### config.mk
export PLATFORM = sky130hd
export DESIGN_NAME = regfile_wb_arbiter
export DESIGN_NICKNAME = d
export VERILOG_FILES = /design/src/rtl/regfile_wb_arbiter.sv
export SDC_FILE = /design/constraint.sdc
export NUM_CORES = 1
export LEC_CHECK = 0
export CAP_MARGIN = 20
export CORE_ASPECT_RATIO = 0.8
export CORE_MARGIN = 3
export CORE_UTILIZATION = 30
export CTS_BUF_LIST = sky130_fd_sc_hd__clkbuf_2 sky130_fd_sc_hd__clkbuf_4 sky130_fd_sc_hd__clkbuf_8
export CTS_CLUSTER_DIAMETER = 100
export DETAILED_ROUTE_END_ITERATION = 10
export GPL_ROUTABILITY_DRIVEN = 0
export PLACE_DENSITY = 0.57
export SYNTH_ARGS = -nofsm -noshare
export SYNTH_HDL_FRONTEND = slang
export SYNTH_SLANG_ARGS = --single-unit
### constraint.sdc
create_clock -name iCLK -period 3.3 [get_ports iCLK]
set_input_delay 0.66 -clock iCLK [delete_from_list [all_inputs] [get_ports iCLK]]
set_output_delay 0.66 -clock iCLK [all_outputs]
set_load 0.02 [all_outputs]
### src/rtl/regfile_wb_arbiter.sv
// -----------------------------------------------------------------------------
// regfile_wb_arbiter
//
// Purpose:
//   Shares the single register-file write port between the writeback stage of
//   the pipeline and a small FIFO of long-latency (mul/div) results.
//   The pipeline normally has priority. If the FIFO stays non-empty while the
//   pipeline wins STARVE_LIMIT times in a row, one slot is forced for the FIFO
//   head and the pipeline is stalled for that one cycle.
//   The granted write is registered, so it reaches the register file one
//   cycle after the grant. Writes to register 0 are granted and popped but
//   never reach the register file.
//
// Optional feature:
//   REGARB_SCOREBOARD_EN - when defined, a 32-entry pending-write scoreboard
//   is built (oBusyMask / oSbConflict). When undefined, both outputs are tied
//   to 0 and iIssue/iIssueReg are ignored. Arbitration is the same either way.
//
// Handshake rules:
//   - mul/div offer: an offer is taken on any cycle with iMdValid && oMdReady.
//     oMdReady depends only on registered state and iRST, never on iMdValid.
//   - pipeline write: the write is taken on any cycle with
//     iPipeWrite && !oPipeStall. While stalled, writeback holds
//     iPipeWrite/iPipeReg/iPipeData stable.
//
// Parameters:
//   DEPTH        - FIFO entries (2..8)
//   STARVE_LIMIT - pipeline wins in a row with a non-empty FIFO before a
//                  forced FIFO slot (1..15)
//
// Ports:
//   iCLK, iRST                        clock, synchronous active-high reset
//   iPipeWrite/iPipeReg/iPipeData     writeback write request
//   oPipeStall                        pipeline write refused this cycle
//   iMdValid/iMdReg/iMdData           mul/div result offer
//   oMdReady                          FIFO can take an offer this cycle
//   iIssue/iIssueReg                  long-latency op issued to iIssueReg
//   oBusyMask                         per-register pending-write flags
//   oSbConflict                       pulse: issue to a register already busy
//   oRegWrite/oWriteReg/oWriteData    registered register-file write port
//   oDbgState                         arbiter state (0 PIPE_PRIO, 1 MD_FORCE)
// -----------------------------------------------------------------------------
module regfile_wb_arbiter #(
  parameter int DEPTH        = 2,
  parameter int STARVE_LIMIT = 4
) (
  input  logic        iCLK,
  input  logic        iRST,
  input  logic        iPipeWrite,
  input  logic [4:0]  iPipeReg,
  input  logic [31:0] iPipeData,
  output logic        oPipeStall,
  input  logic        iMdValid,
  input  logic [4:0]  iMdReg,
  input  logic [31:0] iMdData,
  output logic        oMdReady,
  input  logic        iIssue,
  input  logic [4:0]  iIssueReg,
  output logic [31:0] oBusyMask,
  output logic        oSbConflict,
  output logic        oRegWrite,
  output logic [4:0]  oWriteReg,
  output logic [31:0] oWriteData,
  output logic        oDbgState
);

  localparam int PW = (DEPTH > 1) ? $clog2(DEPTH) : 1;
  localparam int CW = $clog2(DEPTH + 1);
  localparam logic [CW-1:0] DEPTH_C  = CW'(DEPTH);
  localparam logic [PW-1:0] LAST_PTR = PW'(DEPTH - 1);
  localparam logic [3:0]    STARVE_C = 4'(STARVE_LIMIT);

  typedef enum logic {
    PIPE_PRIO = 1'b0,
    MD_FORCE  = 1'b1
  } arb_state_e;

  arb_state_e    state_q, state_d;
  logic [CW-1:0] count_q, count_d;
  logic [PW-1:0] head_q, head_d;
  logic [PW-1:0] tail_q, tail_d;
  logic [3:0]    starve_q, starve_d;

  logic [4:0]    buf_reg_q  [DEPTH];
  logic [31:0]   buf_data_q [DEPTH];

  logic          push;
  logic          pop;
  logic          grant_pipe;
  logic          grant_valid;
  logic [4:0]    grant_reg;
  logic [31:0]   grant_data;
  logic [4:0]    head_reg;
  logic [31:0]   head_data;

  logic          reg_write_q;
  logic [4:0]    write_reg_q;
  logic [31:0]   write_data_q;

  // ---------------------------------------------------------------------------
  // FIFO accept side. Ready comes only from the registered count, so there is
  // no combinational path from iMdValid to oMdReady.
  // ---------------------------------------------------------------------------
  assign oMdReady = (count_q < DEPTH_C) && !iRST;
  assign push     = iMdValid && oMdReady;

  assign head_reg  = buf_reg_q[head_q];
  assign head_data = buf_data_q[head_q];

  // ---------------------------------------------------------------------------
  // Arbiter: next state, grant selection, starvation counter, stall.
  // Pops look only at the registered count, so an entry accepted this cycle
  // can never be popped in the same cycle.
  // ---------------------------------------------------------------------------
  always_comb begin
    state_d    = state_q;
    starve_d   = starve_q;
    pop        = 1'b0;
    grant_pipe = 1'b0;
    oPipeStall = 1'b0;

    unique case (state_q)
      PIPE_PRIO: begin
        if (iPipeWrite) begin
          grant_pipe = 1'b1;
          // Only wins taken while results are waiting count as starvation.
          if (count_q != '0) begin
            starve_d = starve_q + 4'd1;
          end else begin
            starve_d = 4'd0;
          end
        end else if (count_q != '0) begin
          pop      = 1'b1;
          starve_d = 4'd0;
        end else begin
          starve_d = 4'd0;
        end
        if (starve_d == STARVE_C) begin
          state_d = MD_FORCE;
        end
      end
      MD_FORCE: begin
        // Exactly one forced slot; the FIFO is never empty here because the
        // counter only advances while it holds entries and nothing pops in
        // between, but the guard keeps a spurious pop impossible.
        pop        = (count_q != '0);
        oPipeStall = iPipeWrite;
        starve_d   = 4'd0;
        state_d    = PIPE_PRIO;
      end
      default: begin
        state_d  = PIPE_PRIO;
        starve_d = 4'd0;
      end
    endcase

    if (iRST) begin
      oPipeStall = 1'b0;
    end
  end

  assign grant_valid = grant_pipe || pop;
  assign grant_reg   = grant_pipe ? iPipeReg  : head_reg;
  assign grant_data  = grant_pipe ? iPipeData : head_data;

  // ---------------------------------------------------------------------------
  // FIFO pointer and occupancy update. Pointers wrap modulo DEPTH, which need
  // not be a power of two.
  // ---------------------------------------------------------------------------
  always_comb begin
    count_d = count_q;
    head_d  = head_q;
    tail_d  = tail_q;
    if (push) begin
      tail_d = (tail_q == LAST_PTR) ? '0 : tail_q + PW'(1);
    end
    if (pop) begin
      head_d = (head_q == LAST_PTR) ? '0 : head_q + PW'(1);
    end
    unique case ({push, pop})
      2'b10:   count_d = count_q + CW'(1);
      2'b01:   count_d = count_q - CW'(1);
      default: count_d = count_q;
    endcase
  end

  always_ff @(posedge iCLK) begin
    if (iRST) begin
      state_q  <= PIPE_PRIO;
      count_q  <= '0;
      head_q   <= '0;
      tail_q   <= '0;
      starve_q <= 4'd0;
    end else begin
      state_q  <= state_d;
      count_q  <= count_d;
      head_q   <= head_d;
      tail_q   <= tail_d;
      starve_q <= starve_d;
    end
  end

  // FIFO storage holds payload only; validity is tracked by count/pointers,
  // so the array needs no reset.
  always_ff @(posedge iCLK) begin
    if (push) begin
      buf_reg_q[tail_q]  <= iMdReg;
      buf_data_q[tail_q] <= iMdData;
    end
  end

  // ---------------------------------------------------------------------------
  // Registered write port. Register 0 grants still load reg/data but never
  // raise oRegWrite; cycles without a grant keep the last reg/data.
  // ---------------------------------------------------------------------------
  always_ff @(posedge iCLK) begin
    if (iRST) begin
      reg_write_q  <= 1'b0;
      write_reg_q  <= 5'd0;
      write_data_q <= 32'd0;
    end else begin
      reg_write_q <= grant_valid && (grant_reg != 5'd0);
      if (grant_valid) begin
        write_reg_q  <= grant_reg;
        write_data_q <= grant_data;
      end
    end
  end

  assign oRegWrite  = reg_write_q;
  assign oWriteReg  = write_reg_q;
  assign oWriteData = write_data_q;
  assign oDbgState  = state_q;

  // ---------------------------------------------------------------------------
  // Pending-write scoreboard.
  // ---------------------------------------------------------------------------
`ifdef REGARB_SCOREBOARD_EN
  logic [31:0] busy_q, busy_d;
  logic        conflict_q, conflict_d;
  logic        clear_same;

  // A pop clearing the very register being issued means the old pending write
  // retires now, so the new issue is not a conflict.
  assign clear_same = pop && (head_reg == iIssueReg);

  always_comb begin
    busy_d     = busy_q;
    conflict_d = 1'b0;
    if (pop) begin
      busy_d[head_reg] = 1'b0;
    end
    // Set after clear so a same-cycle issue wins over the retiring pop.
    if (iIssue && (iIssueReg != 5'd0)) begin
      conflict_d        = busy_q[iIssueReg] && !clear_same;
      busy_d[iIssueReg] = 1'b1;
    end
  end

  always_ff @(posedge iCLK) begin
    if (iRST) begin
      busy_q     <= 32'd0;
      conflict_q <= 1'b0;
    end else begin
      busy_q     <= busy_d;
      conflict_q <= conflict_d;
    end
  end

  assign oBusyMask   = busy_q;
  assign oSbConflict = conflict_q;
`else
  logic unused_issue;
  assign unused_issue = ^{iIssue, iIssueReg};
  assign oBusyMask    = 32'd0;
  assign oSbConflict  = 1'b0;
`endif

endmodule

==> results.toml, run 1 <==
[status]
status = "finished clean"

[route]
first_iter_violations = 136
met3_length_um = 1110
viasPerCell = 4.37
met2_length_um = 4760
wl_um = 11200
vias = 3293
routed.top_layer = "met5"
ant_nets = 0
wire_per_inst_um = 14.8
drc = 0
dr.pass1.iters = 4
drt-met1-wl_um = 5080

[global_route]
grt_max_degree = 42
grt_pass1_wl_um = 17600
grt_overflow = 0
track_usage = 0.129
grt_pass1_vias = 3364
antenna_found_initial = 1

[sta]
final_hold_viol_count = 0
tns_ps = 0
timing.final.crit_share = 0.805
rsz0062_at_grt = "false"
layout_min_cycle_time_ps = 2660
max_slew_margin = 0.461
timing.final.ws_setup_ps = 645
fmax_mhz = 377
finalSetupViolCount = 0
slew_viol_final = 0
tightestPinTransition_ps = 808
skew_ps = 11.0

[clock_tree]
root_buffer = "clkbuf_8"
clk_latency_ps = 430
clockBufferDepth = 2
clk_pin_slew_ps = 60
cts_tree = "built"
cts_hold_buf = 0
ctsResizeCount = 0
cts_sinks = 122
cts_buffers = 17
cts_max_level = 4
post_cts_buffers = 0

[floorplan]
start_util = 0.311
dieArea_mm2 = 0.0181
core_mm2 = 0.0160
ioPinCount = 158
die_h_um = 121
fp-row-count = 41
die_w_um = 150

[power_and_ir_drop]
power_mw = 4.76
intPower_mw = 3.34
p_leak_nw = 2.33
pwr_density_cell_mw_per_mm2 = 709
switching_share = 0.297
irDropWorstVdd_mv = 0.310
power_switching_mw = 1.41
combinationalPowerShare = 0.274
seqPwrFrac = 0.412
clockPowerShare = 0.314

[placed_design]
dp.cells = 723
hpwl_um = 7420
port_buffers = 118
dpl_cell_area_mm2 = 0.00626
place_ws_ps = 636

[worst_setup_path]
r2r_start = "count_q[1]$_SDFFE_PP0P_"
startpoint = "iPipeWrite"
required_ps = 2640
worst-path-max-fanout = 4
cpMaxStageDelayCell = "clkdlybuf4s50_1"
crit_top_cell = "clkdlybuf4s50_1"
crit_chain = "clkdlybuf4s50_1, nand2_1, nor2_1, clkdlybuf4s50_1"
critPathKind = "input port to primary output"
worstPathArrival_ps = 2000
cpPeakStageDelay_ps = 600
critPathLaunchType = "input port"
critPathCaptureType = "primary output"

[final_layout]
seqCellArea_mm2 = 0.00318
fin_area_mm2 = 0.00671
layout-drive-gt1-share = 0.102
multi_input_area_mm2 = 0.00155
finalNetCount = 613
syn2layout_area_growth_pct = 35.2
stdcell_count = 754
antennaDiodeCount = 0
n_fill_cell = 1505

[yosys]
synth_seq_cells = 122
synth_top_cell_by_area = "edfxtp_1"
syn_avg_cell_area_um2 = 12.1
ys_warn_count = 0
synth.distinct_cells = 29
yosysTopAreaCellShare = 0.448
syn-cell-area_mm2 = 0.00496
synth.yosys.seq_area_share = 0.642
synthCells = 409
synthTopCellsByArea = "edfxtp_1 (45%), dfxtp_1 (19%), mux2i_1 (6.7%)"

[job]
max-cap-violations = 0

[min_path]
worstHoldStart = "oWriteReg[0]$_SDFFE_PP0P_"
min_path_type = "register to register"
[cells in the mapped netlist]
cell,instances
nand2_1,79
edfxtp_1,74
dfxtp_1,48
a21oi_1,39
buf_4,33
mux2i_1,33
o211ai_1,33
nor2_1,14
clkbuf_1,9
buf_1,7
buf_2,7
mux2_2,5
xnor2_1,4
mux2_4,3
xor2_1,3
ha_1,2
nor2b_1,2
nor4_2,2
o21ai_0,2
a211oi_1,1
and3_1,1
buf_6,1
conb_1,1
inv_1,1
nand2b_4,1
nand3_1,1
or2_2,1
or3_1,1
or3_4,1
[cells in the final DEF, fill, tap and decap left out]
cell type / instances
clkdlybuf4s50_1: 117
nand2_1: 79
edfxtp_1: 74
dfxtp_1: 47
a21oi_1: 39
mux2i_1: 33
o211ai_1: 33
conb_1: 33
clkbuf_8: 18
nor2_1: 13
mux2_2: 5
bufinv_16: 5
xnor2_1: 4
clkbuf_4: 4
clkinv_2: 4
buf_4: 4
xor2_1: 3
mux2_4: 3
nor4_2: 2
o21ai_0: 2
ha_1: 2
buf_12: 2
nor2b_4: 1
nor2_4: 1
and3_2: 1
nand2b_4: 1
or3_4: 1
inv_1: 1
or2_2: 1
or3_1: 1
nor2b_1: 1
nand3_1: 1
a211oi_1: 1
dfxtp_2: 1
buf_2: 1
[final cells by class]
| type | count | share of cell area |
|---|---|---|
| clock buffers | 22 | 0.0414 |
| inverters | 1 | 0.000560 |
| multi-input cells | 261 | 0.232 |
| repair buffers | 124 | 0.186 |
| flip-flops and latches | 122 | 0.475 |
| well taps | 215 | 0.0401 |
| clock inverters | 9 | 0.0254 |
[power groups by stage]
stage,logic (mW),clock network [mW],registers [mW]
6_report,1.30,1.49,1.96
5_1_grt,1.43,1.60,1.99
4_1_cts,1.33,1.54,1.96
3_5_place_dp,1.32,0,1.99
3_3_place_gp,1.32,0,1.99
2_1_floorplan,0.809,0,2.05
[stage by stage]
step	util	hold slack, ps
after global routing	0.420	496
final	0.420	462
after detailed placement	0.392	451
after floorplan	-	430
after global placement	0.392	441
after CTS	0.420	460
[layer usage]
metal  up-vias  global-route usage
met5         -                   0
met3        21              0.0646
li1       1625                   -
met4         2              0.0514
met2       131               0.192
met1      1514               0.160
[cells by family (layout without fill, tap and decap cells)]
group	after synthesis	in the layout	share of synthesized area
muxes	41	41	0.0871
other	1	33	0.000756
xor gates and xnor gates	7	7	0.0124
buffers and inverters	58	156	0.0722
adders and majority gates	2	2	0.00505
AOI/OAI and AO/OA	75	75	0.0929
DFF	122	122	0.642
and+or+nand+nor	103	103	0.0878
[critical path: cells and delay by family]
kind	cells	cell delay (ps)
buf+inv	2	1170
simple gates	2	160
[worst paths after layout]
| path | endpoint | slack (ps) | depth (start not counted) |
|---|---|---|---|
| worst min-delay path | oWriteReg[0]$_SDFFE_PP0P_ | 460 | 2 |
| worst min register to register | oWriteReg[0]$_SDFFE_PP0P_ | 460 | 2 |
| worst max-delay path | oPipeStall | 640 | 4 |
| worst max register to register | oWriteData[19]$_SDFFE_PP0P_ | 1350 | 5 |
[flip-flops by register name (all words and copies together) (netlist names), named ones only]
signal,cells
oDbgState,1
count_q,2
buf_reg_q,10
head_q,1
buf_data_q,64
oRegWrite,1
oWriteData,32
oWriteReg,5
starve_q,4
tail_q,1
Note: power is estimated with default switching activity, not from simulation.
==> inputs of run 2 (changes only) <==
--- a/config.mk
+++ b/config.mk
@@ -13,7 +13,7 @@
 export CTS_CLUSTER_DIAMETER = 100
 export DETAILED_ROUTE_END_ITERATION = 10
 export GPL_ROUTABILITY_DRIVEN = 0
-export PLACE_DENSITY = 0.57
+export PLACE_DENSITY = 0.59
 export SYNTH_ARGS = -nofsm -noshare
 export SYNTH_HDL_FRONTEND = slang
 export SYNTH_SLANG_ARGS = --single-unit
==> constraint.sdc (replaced) <==
create_clock -name iCLK -period 2.35 [get_ports iCLK]
set_input_delay 0.47 -clock iCLK [delete_from_list [all_inputs] [get_ports iCLK]]
set_output_delay 0.47 -clock iCLK [all_outputs]
set_load 0.02 [all_outputs]
==> run 2 against run 1 <==
- cell count is 0.80% higher
- worst hold slack got worse by 84 ps
- clock power rose by 30%
- total power increased by 38%
- core utilization barely moved
- count of clock-buffer cells in the layout is 4 lower
- worst setup slack got worse by 450 ps
- routed wire length up 1.6%
- clock skew up 0.73 ps
- critical path depth unchanged
- largest power group unchanged
==> results.toml, run 2 (synthesis gave the netlist of run 1 again) <==
[status]
status = "finished clean"

[clock_tree]
cts_max_level = 4
cts_hold_buf = 0
post_cts_buffers = 0
clk_latency_ps = 440
cts_sinks = 122
cts_tree = "built"
ctsResizeCount = 0
clk_pin_slew_ps = 70
root_buffer = "clkbuf_8"
clockBufferDepth = 2
cts_buffers = 17

[global_route]
grt_max_degree = 38
grt_pass1_vias = 3382
antenna_found_initial = 0
grt_overflow = 0
grt_pass1_wl_um = 17600
track_usage = 0.130

[worst_setup_path]
cpPeakStageDelay_ps = 600
crit_chain = "clkdlybuf4s50_1, nand2_1, nor2_1, clkdlybuf4s50_1"
crit_top_cell = "clkdlybuf4s50_1"
critPathKind = "input port to primary output"
worst-path-max-fanout = 2
required_ps = 1880
worstPathArrival_ps = 1690
cpMaxStageDelayCell = "clkdlybuf4s50_1"
critPathCaptureType = "primary output"
reg2regPathDepth = 5
critPathLaunchType = "input port"

[route]
drc = 0
ant_nets = 0
dr.pass1.iters = 4
vias = 3330
wl_um = 11400
viasPerCell = 4.38
wire_per_inst_um = 14.9
first_iter_violations = 170

[final_layout]
stdcell_count = 760
final_common_cell = "clkdlybuf4s50_1"
layout-drive-gt1-share = 0.110
largest_reg_flops = 64
antennaDiodeCount = 0
top_register = "buf_data_q"
syn2layout_area_growth_pct = 35.3
mostFrequentLayoutCells = "clkdlybuf4s50_1 (117), nand2_1 (79), edfxtp_1 (74)"
finalNetCount = 618

[power_and_ir_drop]
p_leak_nw = 2.32
pwr_density_cell_mw_per_mm2 = 979
power_mw = 6.56
irDropWorstVdd_mv = 0.516

[min_path]
hold_depth = 2
min_path_type = "input port to register"

[sta]
fmax_mhz = 464
timing.final.crit_share = 0.918
finalSetupViolCount = 0
final_hold_viol_count = 0
slew_viol_final = 0
rsz0062_at_grt = "false"
hold_slack_ps = 377
skew_ps = 11.7
timing.final.ws_setup_ps = 193
layout_min_cycle_time_ps = 2160
tns_ps = 0

[placed_design]
port_buffers = 118
dp.cells = 728
place_ws_ps = 150
hpwl_um = 7430

[floorplan]
die_h_um = 121
start_util = 0.311
dieArea_mm2 = 0.0181
ioPinCount = 158
die_w_um = 150
core_mm2 = 0.0160
fp-row-count = 41

[job]
max-cap-violations = 0
-- run 2: cell count changes in the layout (fill, tap and decap cells not counted), sizes merged --
cell      delta
buf          +5
bufinv       -2
clkbuf       -4
clkinv       +1
clkinvlp     +3
inv          +3
-- run 2: path summary, 6_finish.rpt --
path / start / end / slack, ps
setup reg to reg: count_q[1]$_SDFFE_PP0P_ / count_q[1]$_SDFFE_PP0P_ / 670
hold reg to reg: oWriteReg[4]$_SDFFE_PP0P_ / oWriteReg[4]$_SDFFE_PP0P_ / 460
setup / recovery: iPipeWrite / oPipeStall / 190
hold / removal: iRST / register / 380
-- run 2: stage by stage --
step / utilization / instance area [um2]
after floorplan: - / 5090
after global placement: 0.395 / 6290
after detailed placement: 0.395 / 6290
after CTS: 0.420 / 6710
after global routing: 0.420 / 6710
final: 0.420 / 6710
-- run 2: final cells by class --
cell class / instances / area [um2]
Clock buffer: 18 / 241
Clock inverter: 14 / 170
Sequential cell: 122 / 3180
Inverter: 1 / 3.75
Fill cell: 1517 / 9250
Timing Repair Buffer: 129 / 1280
Tap cell: 215 / 269
Multi-Input combinational cell: 261 / 1550
-- run 2: layer usage --
layer,up-vias,part of all wire,global-route usage
met5,-,0,0
met4,0,0.014,0.0537
met3,11,0.098,0.0579
met2,130,0.44,0.192
met1,1547,0.45,0.165
li1,1642,-,-
-- run 2: critical path, delay by kind of cell --
kind,cells,cell delay (ps)
buf+inv,2,1080
simple gates,2,140
-- run 2: power breakdown --
| group | leakage (nW) | total, mW | internal (mW) | switching [mW] |
|---|---|---|---|---|
| combinational | 1.05 | 1.93 | 0.832 | 1.10 |
| clock | 0.201 | 1.93 | 1.06 | 0.868 |
| sequential | 1.08 | 2.70 | 2.56 | 0.142 |
==> inputs of run 3 (changes only) <==
--- a/config.mk
+++ b/config.mk
@@ -13,6 +13,7 @@
 export CTS_CLUSTER_DIAMETER = 100
 export DETAILED_ROUTE_END_ITERATION = 10
 export GPL_ROUTABILITY_DRIVEN = 0
+export GPL_TIMING_DRIVEN = 0
 export PLACE_DENSITY = 0.59
 export SYNTH_ARGS = -nofsm -noshare
 export SYNTH_HDL_FRONTEND = slang
==> run 3 against run 2 <==
- final area up 3.9%
- worst hold slack improved by 16 ps
- sequential share of layout area shrank 1.8 points
- clock skew fell by 5.6 ps
- register-to-register slack worse by 130 ps
- largest cell class unchanged
- critical path type is now register to primary output
==> results.toml, run 3 (synthesis gave the netlist of run 1 again) <==
[global_route]
track_usage = 0.139
grt_overflow = 0
grt_pass1_wl_um = 19100
antenna_found_initial = 0
grt_pass1_vias = 3620
grt_max_degree = 38

[sta]
slew_viol_final = 0
skew_ps = 6.11
finalSetupViolCount = 0
timing.final.ws_setup_ps = 256
layout_min_cycle_time_ps = 2090
tns_ps = 0
timing.final.crit_share = 0.891
final_hold_viol_count = 0
rsz0062_at_grt = "false"
hold_slack_ps = 393
fmax_mhz = 478
tightestPinTransition_ps = 984
max_slew_margin = 0.344

[worst_setup_path]
crit_chain = "nor2_1, clkdlybuf4s50_1"
worstPathArrival_ps = 1620
cpMaxStageDelayCell = "clkdlybuf4s50_1"
critPathKind = "register to primary output"
critPathCaptureType = "primary output"
critPathLaunchType = "register"
cpPeakStageDelay_ps = 660
worst-path-max-fanout = 6
required_ps = 1880

[job]
max-cap-violations = 0

[final_layout]
top_register = "buf_data_q"
layout-drive-gt1-share = 0.151
final_common_cell = "clkdlybuf4s50_1"
finalNetCount = 664
syn2layout_area_growth_pct = 40.5
fin_area_mm2 = 0.00697
mostFrequentLayoutCells = "clkdlybuf4s50_1 (116), nand2_1 (79), edfxtp_1 (74)"
largest_reg_flops = 64
stdcell_count = 806
antennaDiodeCount = 0
final_util = 0.437

[clock_tree]
root_buffer = "clkbuf_8"
clockBufferDepth = 2
clk_latency_ps = 420
cts_hold_buf = 0
clk_pin_slew_ps = 70
cts_max_level = 4
cts_tree = "built"
cts_buffers = 17
post_cts_buffers = 0
cts_sinks = 122

[route]
drc = 0
vias = 3511
wire_per_inst_um = 15.2
first_iter_violations = 188
wl_um = 12300
viasPerCell = 4.36
ant_nets = 0
dr.pass1.iters = 4

[floorplan]
start_util = 0.311
fp-row-count = 41
die_h_um = 121
dieArea_mm2 = 0.0181
ioPinCount = 158
core_mm2 = 0.0160
die_w_um = 150

[placed_design]
place_ws_ps = -185
hpwl_um = 8630
dp.cells = 774
dpl_cell_area_mm2 = 0.00656
port_buffers = 117

[power_and_ir_drop]
pwr_density_cell_mw_per_mm2 = 954
p_leak_nw = 2.52
irDropWorstVdd_mv = 0.498
power_mw = 6.65

[status]
status = "finished clean"

[min_path]
min_path_type = "input port to register"
==> run 3: cell types whose count changed in the layout (fill, tap and decap cells not counted), moves of 2 or more <==
cell	before	now
buf_12	2	0
inv_6	3	1
buf_2	1	8
buf_1	0	6
buf_4	9	33
clkbuf_4	1	3
clkinvlp_4	3	5
clkbuf_1	0	8
clkinv_4	2	0
==> run 3: critical path, delay by kind of cell, from the launching register on <==
family / cells / cell delay [ps]
buf+inv: 1 / 660
flops: 1 / 360
simple gates: 1 / 190
==> run 3: cell type report <==
type	count	area [um2]
flip-flops and latches	122	3180
well taps	215	269
inverters	1	3.75
repair buffers	118	1200
clock inverters	12	149
multi-input cells	261	1550
plain buffers	57	357
clock buffers	20	256
fillers	1525	8990
==> run 3: final timing paths <==
path	start	end	slack, ps	depth (start not counted)
min reg2reg	oWriteReg[4]$_SDFFE_PP0P_	oWriteReg[4]$_SDFFE_PP0P_	460	2
min	iRST	oWriteData[6]$_SDFFE_PP0P_	390	2
max	count_q[1]$_SDFFE_PP0P_	oMdReady	260	2
max reg2reg	count_q[1]$_SDFFE_PP0P_	buf_data_q[1][9]$_DFFE_PP_	540	2
==> run 3: power breakdown <==
| part | switching [mW] | internal, mW | total [mW] |
|---|---|---|---|
| Clock | 0.818 | 1.08 | 1.89 |
| Combinational | 1.18 | 0.884 | 2.07 |
| Sequential | 0.127 | 2.56 | 2.69 |
| Total | 2.13 | 4.52 | 6.65 |
==> run 3: per-layer routing <==
layer | global-route usage | vias to the layer above | part of all wire
li1 | - | 1726 | -
met1 | 0.169 | 1638 | 0.43
met2 | 0.226 | 139 | 0.47
met3 | 0.0605 | 8 | 0.091
met4 | 0.0411 | 0 | 0.0086
met5 | 0 | - | 0
==> run 3: repair_timing <==
action,in CTS,in global routing
setup endpoints to repair,1,1
hold endpoints to repair,0,0
gates resized for setup,1,3
pin swaps,0,0
